===== config.mk =====
export PLATFORM = sky130hd
export DESIGN_NAME = audio_dac_serializer
export DESIGN_NICKNAME = d
export VERILOG_FILES = /design/src/rtl/audio_dac_serializer.sv
export SDC_FILE = /design/constraint.sdc
export NUM_CORES = 1
export LEC_CHECK = 0
export BUFFER_PORTS_ARGS = -buffer_cell sky130_fd_sc_hd__buf_2
export CORE_ASPECT_RATIO = 0.9
export CORE_MARGIN = 2
export CORE_UTILIZATION = 40
export DETAILED_ROUTE_END_ITERATION = 8
export MAX_ROUTING_LAYER = met4
export PLACE_DENSITY = 0.51
export SYNTH_ARGS = -nofsm -noshare
export SYNTH_HDL_FRONTEND = slang
export SYNTH_SLANG_ARGS = --single-unit

===== constraint.sdc =====
create_clock -name CLOCK_50 -period 15.7 [get_ports CLOCK_50]
set_input_delay 2.355 -clock CLOCK_50 [delete_from_list [all_inputs] [get_ports CLOCK_50]]
set_output_delay 2.355 -clock CLOCK_50 [all_outputs]
set_load 0.01 [all_outputs]

===== src/rtl/audio_dac_serializer.sv =====
// Transmit half of the audio codec link: buffers stereo frames in a small FIFO and
// shifts them out left-justified, MSB first, on the codec-mastered BCLK/DACLRCK.
module audio_dac_serializer #(
    parameter int DATA_WIDTH = 24,
    parameter int FIFO_AW    = 3
) (
    input  logic                  CLOCK_50,
    input  logic                  reset,
    input  logic                  write,
    input  logic [DATA_WIDTH-1:0] writedata_left,
    input  logic [DATA_WIDTH-1:0] writedata_right,
    output logic                  write_ready,
    input  logic                  AUD_BCLK,
    input  logic                  AUD_DACLRCK,
    output logic                  AUD_DACDAT,
    output logic [FIFO_AW:0]      fifo_used,
    output logic                  underflow
);

    localparam int DEPTH = 1 << FIFO_AW;
    localparam int FW    = 2 * DATA_WIDTH;
    localparam int CNT_W = $clog2(DATA_WIDTH);
    localparam logic [FIFO_AW:0]   FULL_CNT = (FIFO_AW + 1)'(DEPTH);
    localparam logic [FIFO_AW:0]   ONE_CNT  = (FIFO_AW + 1)'(1);
    localparam logic [FIFO_AW-1:0] ONE_PTR  = FIFO_AW'(1);
    localparam logic [CNT_W-1:0]   LAST_BIT = CNT_W'(DATA_WIDTH - 1);
    localparam logic [CNT_W-1:0]   ONE_BIT  = CNT_W'(1);

    typedef enum logic [1:0] {
        WAIT_SYNC = 2'd0,
        LEFT      = 2'd1,
        RIGHT     = 2'd2
    } state_t;

    // Index 0 = BCLK, index 1 = DACLRCK. Each: two sync stages plus one history flop.
    logic [1:0] pin_in;
    logic [1:0] pin_rise;
    logic [1:0] pin_fall;

    assign pin_in = {AUD_DACLRCK, AUD_BCLK};

    generate
        for (genvar gi = 0; gi < 2; gi++) begin : g_sync
            logic [2:0] sync_q;
            logic [2:0] sync_d;

            always_comb begin
                sync_d = {sync_q[1:0], pin_in[gi]};
            end

            // Left out of reset so that a pin already high never looks like an edge.
            always_ff @(posedge CLOCK_50) begin
                sync_q <= sync_d;
            end

            assign pin_rise[gi] = ~sync_q[2] &  sync_q[1];
            assign pin_fall[gi] =  sync_q[2] & ~sync_q[1];
        end
    endgenerate

    logic bclk_fall;
    logic lrck_rise;
    logic lrck_fall;

    assign bclk_fall = pin_fall[0];
    assign lrck_rise = pin_rise[1];
    assign lrck_fall = pin_fall[1];

    // Frame storage: {left, right}. Tiny and read in the same cycle as the pop.
    logic [FW-1:0] mem_q [DEPTH];

    logic [FIFO_AW-1:0]    wr_ptr_q, wr_ptr_d;
    logic [FIFO_AW-1:0]    rd_ptr_q, rd_ptr_d;
    logic [FIFO_AW:0]      count_q, count_d;
    state_t                state_q, state_d;
    logic [DATA_WIDTH-1:0] shift_q, shift_d;
    logic [DATA_WIDTH-1:0] hold_q, hold_d;
    logic [CNT_W-1:0]      bit_cnt_q, bit_cnt_d;
    logic                  dacdat_q, dacdat_d;
    logic                  underflow_q, underflow_d;
    logic                  push;
    logic                  pop;
    logic                  empty;
    logic [FW-1:0]         rd_frame;

    assign write_ready = (count_q != FULL_CNT);
    assign empty       = (count_q == '0);
    assign push        = write & write_ready;
    assign rd_frame    = mem_q[rd_ptr_q];

    always_ff @(posedge CLOCK_50) begin
        if (push) begin
            mem_q[wr_ptr_q] <= {writedata_left, writedata_right};
        end
    end

    always_comb begin
        state_d     = state_q;
        shift_d     = shift_q;
        hold_d      = hold_q;
        bit_cnt_d   = bit_cnt_q;
        dacdat_d    = dacdat_q;
        underflow_d = underflow_q;
        pop         = 1'b0;

        if (lrck_rise) begin
            // A new frame always starts here, whatever state we were in.
            state_d   = LEFT;
            bit_cnt_d = LAST_BIT;
            if (!empty) begin
                pop     = 1'b1;
                shift_d = rd_frame[FW-1:DATA_WIDTH];
                hold_d  = rd_frame[DATA_WIDTH-1:0];
            end else begin
                shift_d     = '0;
                hold_d      = '0;
                underflow_d = 1'b1;
            end
            dacdat_d = shift_d[DATA_WIDTH-1];
        end else if (lrck_fall && state_q == LEFT) begin
            state_d   = RIGHT;
            shift_d   = hold_q;
            bit_cnt_d = LAST_BIT;
            dacdat_d  = hold_q[DATA_WIDTH-1];
        end else if (bclk_fall && state_q != WAIT_SYNC) begin
            if (bit_cnt_q != '0) begin
                shift_d   = {shift_q[DATA_WIDTH-2:0], 1'b0};
                dacdat_d  = shift_q[DATA_WIDTH-2];
                bit_cnt_d = bit_cnt_q - ONE_BIT;
            end else begin
                dacdat_d = 1'b0;
            end
        end
    end

    always_comb begin
        wr_ptr_d = wr_ptr_q;
        rd_ptr_d = rd_ptr_q;
        count_d  = count_q;
        if (push) begin
            wr_ptr_d = wr_ptr_q + ONE_PTR;
        end
        if (pop) begin
            rd_ptr_d = rd_ptr_q + ONE_PTR;
        end
        case ({push, pop})
            2'b10:   count_d = count_q + ONE_CNT;
            2'b01:   count_d = count_q - ONE_CNT;
            default: count_d = count_q;
        endcase
    end

    always_ff @(posedge CLOCK_50) begin
        if (reset) begin
            state_q     <= WAIT_SYNC;
            wr_ptr_q    <= '0;
            rd_ptr_q    <= '0;
            count_q     <= '0;
            shift_q     <= '0;
            hold_q      <= '0;
            bit_cnt_q   <= '0;
            dacdat_q    <= 1'b0;
            underflow_q <= 1'b0;
        end else begin
            state_q     <= state_d;
            wr_ptr_q    <= wr_ptr_d;
            rd_ptr_q    <= rd_ptr_d;
            count_q     <= count_d;
            shift_q     <= shift_d;
            hold_q      <= hold_d;
            bit_cnt_q   <= bit_cnt_d;
            dacdat_q    <= dacdat_d;
            underflow_q <= underflow_d;
        end
    end

    assign AUD_DACDAT = dacdat_q;
    assign fifo_used  = count_q;
    assign underflow  = underflow_q;

endmodule

**Word level (Yosys, flattened, before mapping)**

Memories as Yosys holds them, arrays and structs flattened. A register that Yosys moved wholly into a read port is not among the register bits.
Index checks and enable logic that the tools add are counted.
Widths: inputs -> output; s select.

- $add $sub $neg: 5
- Reductions and logical operators: 14
- Equality and inequality tests: 4
- Multiplexer cells: 23
- Bitwise logic cells: 7

Operators with widths:

| kind | count |
|---|---|
| $mux 23 | 4 |
| $mux 24 | 2 |
| $mux 5 | 4 |
| $mux 1 | 10 |
| $pmux 4 s2 | 1 |
| $add 3x1->3 const B | 2 |
| $mux 3 | 2 |
| $reduce_and 2->1 | 3 |
| $reduce_bool 2->1 | 3 |
| $reduce_bool 3->1 | 2 |
| $reduce_bool 5->1 | 1 |
| $sub 5x1->5 const B | 1 |
| $add 4x1->4 const B | 1 |
| $and 1x1->1 | 4 |
| $eq 2x1->1 const B | 2 |
| $logic_not 4->1 | 1 |
| $ne 4x4->1 const B | 1 |
| $sub 4x1->4 const B | 1 |
| $not 1->1 | 3 |
| $reduce_or 3->1 | 1 |
| $eq 2x2->1 const B | 1 |
| $logic_and 1x1->1 | 2 |
| $reduce_or 2->1 | 1 |

- Memory bits (writable): 384
- Word-level logic and storage cells: 67
- Memories kept: 1
- Input bits: 53
- Register bits: 72
- Output and inout bits: 7

Memories:

| memory | depth | width | read ports | clocked after memory_dff | write ports | RTL line | text |
|---|---|---|---|---|---|---|---|
| mem_q | 8 | 48 | 1 | 1 | 1 | 70 | `logic [FW-1:0] mem_q [DEPTH];` |

**Longest topological paths before layout**

Gate-level depths: netlist of the first run.

- Depth in word-level cells: 6
- Depth in mapped cells: 11

**Worst setup path before layout of the first run**

No wires, ideal clock.

- Path kind: input to register
- Start point: in write
- End point: mem mem_q[0][0] (netlist name), enable pin
- Arrival: 7.029 ns
- Path slack: 8.099 ns
- Required time: 15.127 ns
- Library setup time: 0.573 ns
- Stages: 2
- Path buffers: 0
- Cell sequence: nand2_2 nor4_1

- Longest elaborated chain between the ends: 3

Ends and longest elaborated chain:

| what | RTL line | text |
|---|---|---|
| start, declared | 9 | `input logic write,` |
| $and 1x1->1 | 88 | `assign push = write & write_ready;` |
| $mux 1 | 92 | `if (push) begin` |
| $mux 1 (not written as such) | 93 | `mem_q[wr_ptr_q] <= {writedata_left, writedata_right};` |
| end, declared | 70 |  |

Every way passes these cells.

**Final worst setup path of the first run**

- Start point: reg count_q[0] (netlist: fifo_used[0])
- End point: out write_ready

- Longest elaborated chain between the ends: 1

Ends and longest elaborated chain:

| what | RTL line | text |
|---|---|---|
| start, declared | 74 | `logic [FIFO_AW:0] count_q, count_d;` |
| start signal, assigned | 168 | `count_q <= count_d;` |
| $ne 4x4->1 | 86 | `assign write_ready = (count_q != FULL_CNT);` |
| end, declared | 12 | `output logic write_ready,` |

Every way passes these cells.

==> impl_results.md, run 1 <==
- Drt pass-1 iters: 7
- Crit path time final: 4.279 ns
- Sum Neg Setup Slack: 0 ns
- Clock Tree Root: clkbuf_16
- Clock sinks: 459
- Via density: 5.511
- CP max stage cell: or4b_1
- Yosys warns: 0
- Slew headroom: 14.04%
- Xor/xnor share of the synthesized area: 0.4001%
- Max incr delay on CP: 0.71 ns
- Seq pwr share: 52.4%
- Num rows: 72
- Largest family of logic cells by synthesized area: multiplexers
- P_int: 2.073 mW
- MaxCap Viol Count: 0
- Post-Syn Instances: 954
- Post-synthesis compound-gate area fraction: 6.258%
- Detailed placer's ending HPWL: 21.84 mm
- Crit-path max FO: 7
- Yosys top cell area share: 65.84%
- Clk buf depth: 3
- Wirelength, routed: 39.51 mm
- Worst slew pin tran: 1.289 ns
- GRT overflow: 0
- Post-synthesis net count: 1013
- Switching share of power: 22.42%
- Clk Latency, worst-skew pair: 0.58 ns
- Worst Setup Start Kind: flop
- VDD IR max: 0.00007827 V
- PortBufs: 59
- Die width: 224.6 um
- Worst EP arrival: 1.92 ns
- Endpoints failing setup: 0
- Top-count cell post-synth: edfxtp_1
- Part of the power in combinational logic: 7.8%
- Number of synthesized flops with an enable pin: 384
- Cts bufs inserted: 46
- Top FF cell, synth: edfxtp_1
- Nets: 1084
- Synth Cell Area: 17510 um2
- Post-CTS Hold Buffers: 0
- RSZ-0062 raised after global routing: no
- Crit. End Element: primary output
- Die extent in y: 202.5 um
- FFs w/ async S/R, synth: 0%
- Max Freq: 233.7 MHz
- CP cell instances: or4b_1 > buf_2
- Status: finished clean
- Cell variety after synth: 54
- Clock Skew: 0.01771 ns
- Vias: 8923
- Top cells by area, synth: edfxtp_1, dfxtp_1, mux4_2, mux2i_1, a22oi_1
- Core ar.: 43060 um2
- Leakage: 6.407 nW
- Final WS setup: 11.42 ns
- Initial Util: 40.67%
- DRC: 0
- H-tree depth: 2
- Final worst path period share: 27.26%
- Largest net degree at the start of global routing: 62
- Hold_sp: g_sync[0].sync_q[0]
- Hold depth: 0
- Num ports: 60
- Mux cell area share after synthesis: 12.24%
- Wire per inst: 24.41 um
- Flops & latches, synth: 459
- Sw Pwr: 0.5989 mW
- Pre-CTS WS: 11.04 ns
- Post-CTS Setup Inserts: 0
- Sequential element share of the synthesized area: 74.41%
- Post-Syn Area per Cell: 18.36 um2
- Simple-Gate Fraction of Synth Area: 4.486%
- Max Slew Vio Count: 0
- Final RePlAce weighted congestion: 0.7839
- Synth Area in Adders: 0.4286%
- Worst setup path start: fifo_used[0]
- Die area: 45480 um2
- Cells resized by post-CTS repair: 0
- P&R area growth vs syn: 13.61%
- CP Class: reg -> out
- Final hold viol count: 0
- Antenna violations before repair: 1
- Yosys top cell by area: edfxtp_1
- Post-synth top cells: edfxtp_1, mux2i_1, dfxtp_1, a22oi_1, mux4_2
- CTS tree: yes
- Clock Power Share: 39.8%
- Iter 0 DRT Violations: 676
- Routed Antenna Nets: 0
- Worst reg2reg path depth: 5
- First-pass GRT wire length: 59.11 mm
- Share of cells above drive strength 1: 21.45%
- Vias in the first global route: 9052
- Worst-path clk slew: 0.06 ns
- GRT Total Usage: 18.24%
- Power per cell area: 134.3 nW/um2
- Worst Hold Class: reg -> reg
- Worst Path Required: 13.35 ns
[through the flow]
| step | area, um2 | power [mW] | utilization [%] | cells | hold slack [ns] |
|---|---|---|---|---|---|
| final | 19900 | 2.672 | 46.21 | 1619 | 0.3455 |
| after global routing | 19900 | 2.773 | 46.21 | 1619 | 0.3633 |
| after CTS | 19900 | 2.709 | 46.20 | 1618 | 0.3537 |
| after detailed placement | 18430 | 1.640 | 42.81 | 1532 | 0.3360 |
| after global placement | 18430 | 1.639 | 42.81 | 1532 | 0.3324 |
| after floorplan | 17510 | 1.558 | - | 954 | 0.3096 |
[critical path, delay by kind of cell (launching register included)]
kind / cells / cell delay (ns)
simple gates: 1 / 0.71
buf+inv: 1 / 0.21
flops: 1 / 0.42
[power by group through the flow]
stage	registers (mW)	clock network, mW	logic [mW]
3_5_place_dp	1.43	0	0.213
3_3_place_gp	1.43	0	0.211
2_1_floorplan	1.42	0	0.143
5_1_grt	1.41	1.14	0.230
4_1_cts	1.40	1.09	0.214
6_report	1.40	1.06	0.208
[final cells by class]
type | instances | area, um2
Antenna cell | 1 | 2.502
Sequential cell | 459 | 13040
Multi-Input combinational cell | 436 | 4238
Tap cell | 555 | 694.4
Inverter | 2 | 7.507
Timing Repair Buffer | 80 | 452.9
Clock inverter | 12 | 81.33
Fill cell | 3684 | 23160
Clock buffer | 74 | 1380
[final timing paths]
kind	to	slack, ns
max	write_ready	11.42
min reg2reg	g_sync[0].sync_q[1]	0.35
max reg2reg	AUD_DACDAT	12.66
min	g_sync[0].sync_q[1]	0.35
[flip-flops by register name (all words and copies together) (netlist names), named ones only]
signal         flops
mem_q            384
hold_q            24
shift_q           23
g_sync.sync_q      6
bit_cnt_q          5
fifo_used          4
rd_ptr_q           3
wr_ptr_q           3
state_q            2
AUD_DACDAT         1
underflow          1
[cell usage in the layout (no fill, tap or decap), types with 2 or more instances in the layout]
master,instances
edfxtp_1,384
mux2i_1,93
dfxtp_1,72
buf_2,59
clkbuf_16,49
a22oi_1,44
mux4_2,44
nand3_1,25
or2_2,23
o221ai_1,22
a2bb2oi_1,22
and3_1,21
a221o_1,21
buf_4,21
clkbuf_1,19
nor2_1,15
nand2_1,13
a21oi_1,9
mux4_1,8
o21ai_0,8
nand2b_1,6
ha_1,6
clkbuf_8,6
xor2_1,5
clkinv_2,5
clkinv_1,5
nor2_4,4
nor3_2,4
nor3_1,4
or3_1,3
nor2b_1,3
nor3b_1,3
xnor2_1,3
inv_1,2
nor2_2,2
a31oi_1,2
a211oi_1,2
dfxtp_4,2
[routing by layer]
layer	part of all wire, %	vias up	GRT usage, %
li1	-	4055	-
met1	47	4634	25.63
met2	47	169	27.43
met3	3.8	65	2.764
met4	2.4	0	6.055
met5	0	-	-
[logic make-up after synthesis]
kind of cell | after synthesis
and+or+nand+nor | 139
adders and majority gates | 6
AOI/OAI and AO/OA | 137
xor gates and xnor gates | 8
buffers and inverters | 59
muxes | 146
DFF | 459
No activity file was read; power rests on OpenSTA's default activity.
==> run 2, diff against run 1 <==
--- a/config.mk
+++ b/config.mk
@@ -11,7 +11,7 @@
 export CORE_UTILIZATION = 40
 export DETAILED_ROUTE_END_ITERATION = 8
 export MAX_ROUTING_LAYER = met4
-export PLACE_DENSITY = 0.51
+export PLACE_DENSITY = 0.54
 export SYNTH_ARGS = -nofsm -noshare
 export SYNTH_HDL_FRONTEND = slang
 export SYNTH_SLANG_ARGS = --single-unit
==> constraint.sdc (replaced) <==
create_clock -name CLOCK_50 -period 3.8 [get_ports CLOCK_50]
set_input_delay 0.57 -clock CLOCK_50 [delete_from_list [all_inputs] [get_ports CLOCK_50]]
set_output_delay 0.57 -clock CLOCK_50 [all_outputs]
set_load 0.01 [all_outputs]
==> impl_results.md, run 2 (synthesis results as in run 1) <==
- Clock sinks: 459
- Worst-path clk slew: 0.06 ns
- Sw Pwr: 2.448 mW
- Final RePlAce weighted congestion: 0.7673
- Worst Hold Class: in -> reg
- RSZ-0062 raised after global routing: no
- P&R area growth vs syn: 13.65%
- Clock Power Share: 39.0%
- Crit-path max FO: 26
- Leakage: 6.411 nW
- MaxCap Viol Count: 0
- Final hold viol count: 0
- Die width: 224.6 um
- First-pass GRT wire length: 56.95 mm
- Vias: 8814
- Max Slew Vio Count: 0
- Most frequent cells in the layout: edfxtp_1, mux2i_1, dfxtp_1
- Hold Slack: 0.1029 ns
- GRT Total Usage: 17.27%
- Max Freq: 340.5 MHz
- Worst Path Required: 4.25 ns
- Pre-CTS WS: 0.9033 ns
- Max reg flops: 384
- Drt pass-1 iters: 4
- Detailed placer's ending HPWL: 20.74 mm
- Nets: 1088
- H-tree depth: 2
- VDD IR max: 0.0002779 V
- Clk Latency, worst-skew pair: 0.57 ns
- Worst Setup Start Kind: flop
- Clock Tree Root: clkbuf_16
- Cts bufs inserted: 46
- Worst slew pin tran: 0.9202 ns
- Routed Antenna Nets: 0
- N_diodes: 0
- Part of the power in combinational logic: 7.7%
- Vias in the first global route: 8977
- CP Class: reg -> reg
- Die area: 45480 um2
- Clk buf depth: 3
- Largest net degree at the start of global routing: 52
- Num ports: 60
- Wire per inst: 23.07 um
- Worst EP arrival: 3.38 ns
- DRC: 0
- Status: finished clean
- Most common cell after layout, fill and taps aside: edfxtp_1
- Die extent in y: 202.5 um
- Final WS setup: 0.8635 ns
- Antenna violations before repair: 1
- Core ar.: 43060 um2
- Reg with most FFs: mem_q
- Seq pwr share: 53.3%
- Num rows: 72
- Switching share of power: 22.48%
- Top Registers: mem_q (384), hold_q (24), shift_q (23)
- PortBufs: 59
- Crit. End Element: flop
- Post-CTS Setup Inserts: 0
- Clock Skew: 0.01199 ns
- Endpoints failing setup: 0
- Iter 0 DRT Violations: 659
- Share of cells above drive strength 1: 21.69%
- Wirelength, routed: 37.38 mm
- Final worst path period share: 77.28%
- Initial Util: 40.67%
- Power per cell area: 547.2 nW/um2
- GRT overflow: 0
- Cells resized by post-CTS repair: 0
- P_int: 8.444 mW
- Post-CTS Hold Buffers: 0
- CTS tree: yes
- Crit path time final: 2.936 ns
- Slew headroom: 38.65%
- Via density: 5.441
-- run 2: cell types whose count changed in the layout (fill, tap and decap cells not counted), sizes merged --
cell,previous run,this run
clkbuf,74,66
clkinv,10,15
buf,80,84
inv,2,4
clkinvlp,1,0
diode,1,0
-- run 2: critical path: stages (launching register included) --
cell       delay [ns]
dfxtp_1          0.34
inv_1            0.07
ha_1             0.19
nor4b_1          0.34
or3_1            0.78
nand2_1          0.77
a2bb2oi_1        0.32
-- run 2: path summary, 6_finish.rpt --
path	from	to	slack, ns	depth (start not counted)
setup / recovery	bit_cnt_q[0]	shift_q[22]	0.86	6
hold / removal	AUD_DACLRCK	g_sync[1].sync_q[0]	0.10	1
setup reg to reg	bit_cnt_q[0]	shift_q[22]	0.86	6
hold reg to reg	g_sync[1].sync_q[0]	g_sync[1].sync_q[1]	0.34	0
-- run 2: cell type report --
type	instances	area [um2]
Fill cell	3682	23160
Sequential cell	459	13040
Multi-Input combinational cell	436	4253
Clock buffer	66	1287
Tap cell	555	694.4
Timing Repair Buffer	84	508.0
Clock inverter	18	113.9
Inverter	2	7.507
-- run 2: layer usage --
layer,vias to the layer above,part of all wire [%],track usage (%)
met1,4555,49,25.02
met5,-,0,-
li1,4053,-,-
met2,163,45,25.67
met3,43,4.0,3.285
met4,0,1.5,3.453
-- run 2: power groups by stage --
stage | Sequential, mW | Clock [mW] | Combinational (mW)
after floorplan | 5.84 | 0 | 0.592
after global placement | 5.91 | 0 | 0.843
after detailed placement | 5.91 | 0 | 0.853
after CTS | 5.81 | 4.36 | 0.855
after global routing | 5.83 | 4.56 | 0.919
final | 5.80 | 4.25 | 0.839
-- run 2: through the flow --
step                      instance area, um2  TNS (ns)  instances  power (mW)  util, %
after global routing                   19910         0       1620       11.31    46.23
after global placement                 18500         0       1536       6.752    42.97
final                                  19910         0       1620       10.89    46.23
after CTS                              19910         0       1620       11.02    46.23
after floorplan                        17530   -183.76        954       6.435        -
after detailed placement               18500         0       1536       6.766    42.97
==> run 3, diff against run 2 <==
==> constraint.sdc (replaced) <==
create_clock -name CLOCK_50 -period 2.4 [get_ports CLOCK_50]
set_input_delay 0.36 -clock CLOCK_50 [delete_from_list [all_inputs] [get_ports CLOCK_50]]
set_output_delay 0.36 -clock CLOCK_50 [all_outputs]
set_load 0.01 [all_outputs]
==> impl_results.md, run 3 (synthesis results as in run 1) <==
- Core ar.: 43060 um2
- Via density: 5.457
- Clock sinks: 459
- Clk Latency, worst-skew pair: 0.58 ns
- MaxCap Viol Count: 0
- M2 GR Usage: 26.04%
- RSZ-0062 raised after global routing: no
- GRT Total Usage: 17.34%
- Drt pass-1 iters: 5
- R2r setup slk: 0.18 ns
- Most frequent cells in the layout: edfxtp_1, mux2i_1, dfxtp_1
- Leakage: 6.640 nW
- Die area: 45480 um2
- Worst-path clk slew: 0.06 ns
- Placed Area: 18920 um2
- Worst slew pin tran: 1.110 ns
- PortBufs: 59
- Reg-to-Reg Start: fifo_used[0]
- Max Freq: 449.7 MHz
- VDD IR max: 0.0005679 V
- Die extent in y: 202.5 um
- Endpoints failing setup: 0
- Detailed placer's ending HPWL: 22.13 mm
- Power per cell area: 862.1 nW/um2
- Max Slew Vio Count: 0
- Antenna violations before repair: 0
- DRC: 0
- Max reg flops: 384
- Nets: 1123
- Num rows: 72
- Worst Path Required: 2.90 ns
- Post-CTS Setup Inserts: 0
- Top Registers: mem_q (384), hold_q (24), shift_q (23)
- Worst Setup Start Kind: flop
- Pre-CTS WS: 0.1497 ns
- Clock Tree Root: clkbuf_16
- Worst Hold Class: in -> reg
- CTS tree: yes
- Cts bufs inserted: 48
- Slew headroom: 25.84%
- Wire per inst: 22.95 um
- First-pass GRT wire length: 57.02 mm
- Worst EP arrival: 2.72 ns
- CP Class: reg -> reg
- Final WS setup: 0.1764 ns
- Routed Antenna Nets: 0
- Vias in the first global route: 8914
- Largest net degree at the start of global routing: 40
- H-tree depth: 2
- Clock Skew: 0.02745 ns
- Worst reg2reg path depth: 10
- Hold depth: 1
- Hold Path End: mem_q[7][2]
- Share of cells above drive strength 1: 24.45%
- Crit Reg-Reg Endpoint: fifo_used[2]
- Top Usage Layer GRT: met2
- GR Layer Usage met1: 24.74%
- Iter 0 DRT Violations: 653
- Final hold viol count: 0
- Final worst path period share: 92.65%
- Final RePlAce weighted congestion: 0.7477
- Vias: 9031
- Finished Layout Cells: 1655
- Crit. End Element: flop
- Crit-path max FO: 6
- N_diodes: 0
- Status: finished clean
- Most common cell after layout, fill and taps aside: edfxtp_1
- Hold_sp: writedata_right[2]
- P&R area growth vs syn: 16.54%
- Post-Layout Inst Area: 20410 um2
- Initial Util: 40.67%
- Placed insts: 1567
- GRT overflow: 0
- Sum Neg Setup Slack: 0 ns
- Die width: 224.6 um
- Met3 Usage GRT: 3.227%
- Crit path time final: 2.224 ns
- Tot Pwr: 17.60 mW
- Reg with most FFs: mem_q
- Wirelength, routed: 37.97 mm
- Clk buf depth: 3
- Num ports: 60
## run 3: cell types whose count changed in the layout (fill, tap and decap cells not counted), sizes merged
cell / change
clkinv: +1
bufinv: +1
buf: +31
dlygate4sd3: +2
## run 3: worst max-delay path: stages (launching register included)
cell and delay, ns:
dfxtp_2 0.32, buf_4 0.15, nor4_4 0.34, nor2_2 0.12
ha_1 0.22, xor2_1 0.15, ha_1 0.17, a21oi_1 0.15
xor2_1 0.09, or3_1 0.31, a21oi_1 0.14
## run 3: final cells by class
cell class,count,area [um2]
Multi-Input combinational cell,436,4292
Inverter,2,7.507
Clock buffer,66,1310
Sequential cell,459,13050
Clock inverter,20,151.4
Timing Repair Buffer,117,910.9
Fill cell,3700,22650
Tap cell,555,694.4
## run 3: stage by stage
stage | hold slack (ns) | utilization [%]
finish | 0.03923 | 47.40
global route | 0.03894 | 47.40
CTS | 0.01867 | 47.38
detailed placement | 0.3184 | 43.94
global placement | 0.3134 | 43.94
floorplan | 0.3096 | -
## run 3: repair_timing
item	4_1_cts	5_1_grt
setup endpoints to repair	0	1
hold endpoints to repair	2	0
resized for setup	0	2
hold buffers	2	0
## run 3: where the power goes
part | total [mW] | internal, mW | leakage, nW | switching [mW]
Sequential | 9.13 | 8.97 | 4.11 | 0.162
Combinational | 1.50 | 0.655 | 1.82 | 0.849
Clock | 6.96 | 4.02 | 0.717 | 2.94
Total | 17.6 | 13.6 | 6.64 | 3.95
## run 3: how the worst max path moves through the flow
stage,startpoint,endpoint,slack [ns],depth (start not counted)
3_5_place_dp,fifo_used[0],fifo_used[2],0.15,9
4_1_cts,fifo_used[0],fifo_used[2],0.12,9
3_3_place_gp,fifo_used[0],fifo_used[2],0.13,9
6_report,fifo_used[0],fifo_used[2],0.18,10
5_1_grt,fifo_used[0],fifo_used[2],0.02,10
2_1_floorplan,fifo_used[1],mem_q[0][0],-0.45,5
## run 3: metal layers
metal	vias up	share of wire (%)
met2	207	46
met1	4666	48
met5	-	0
met3	46	4.6
met4	0	1.5
li1	4112	-
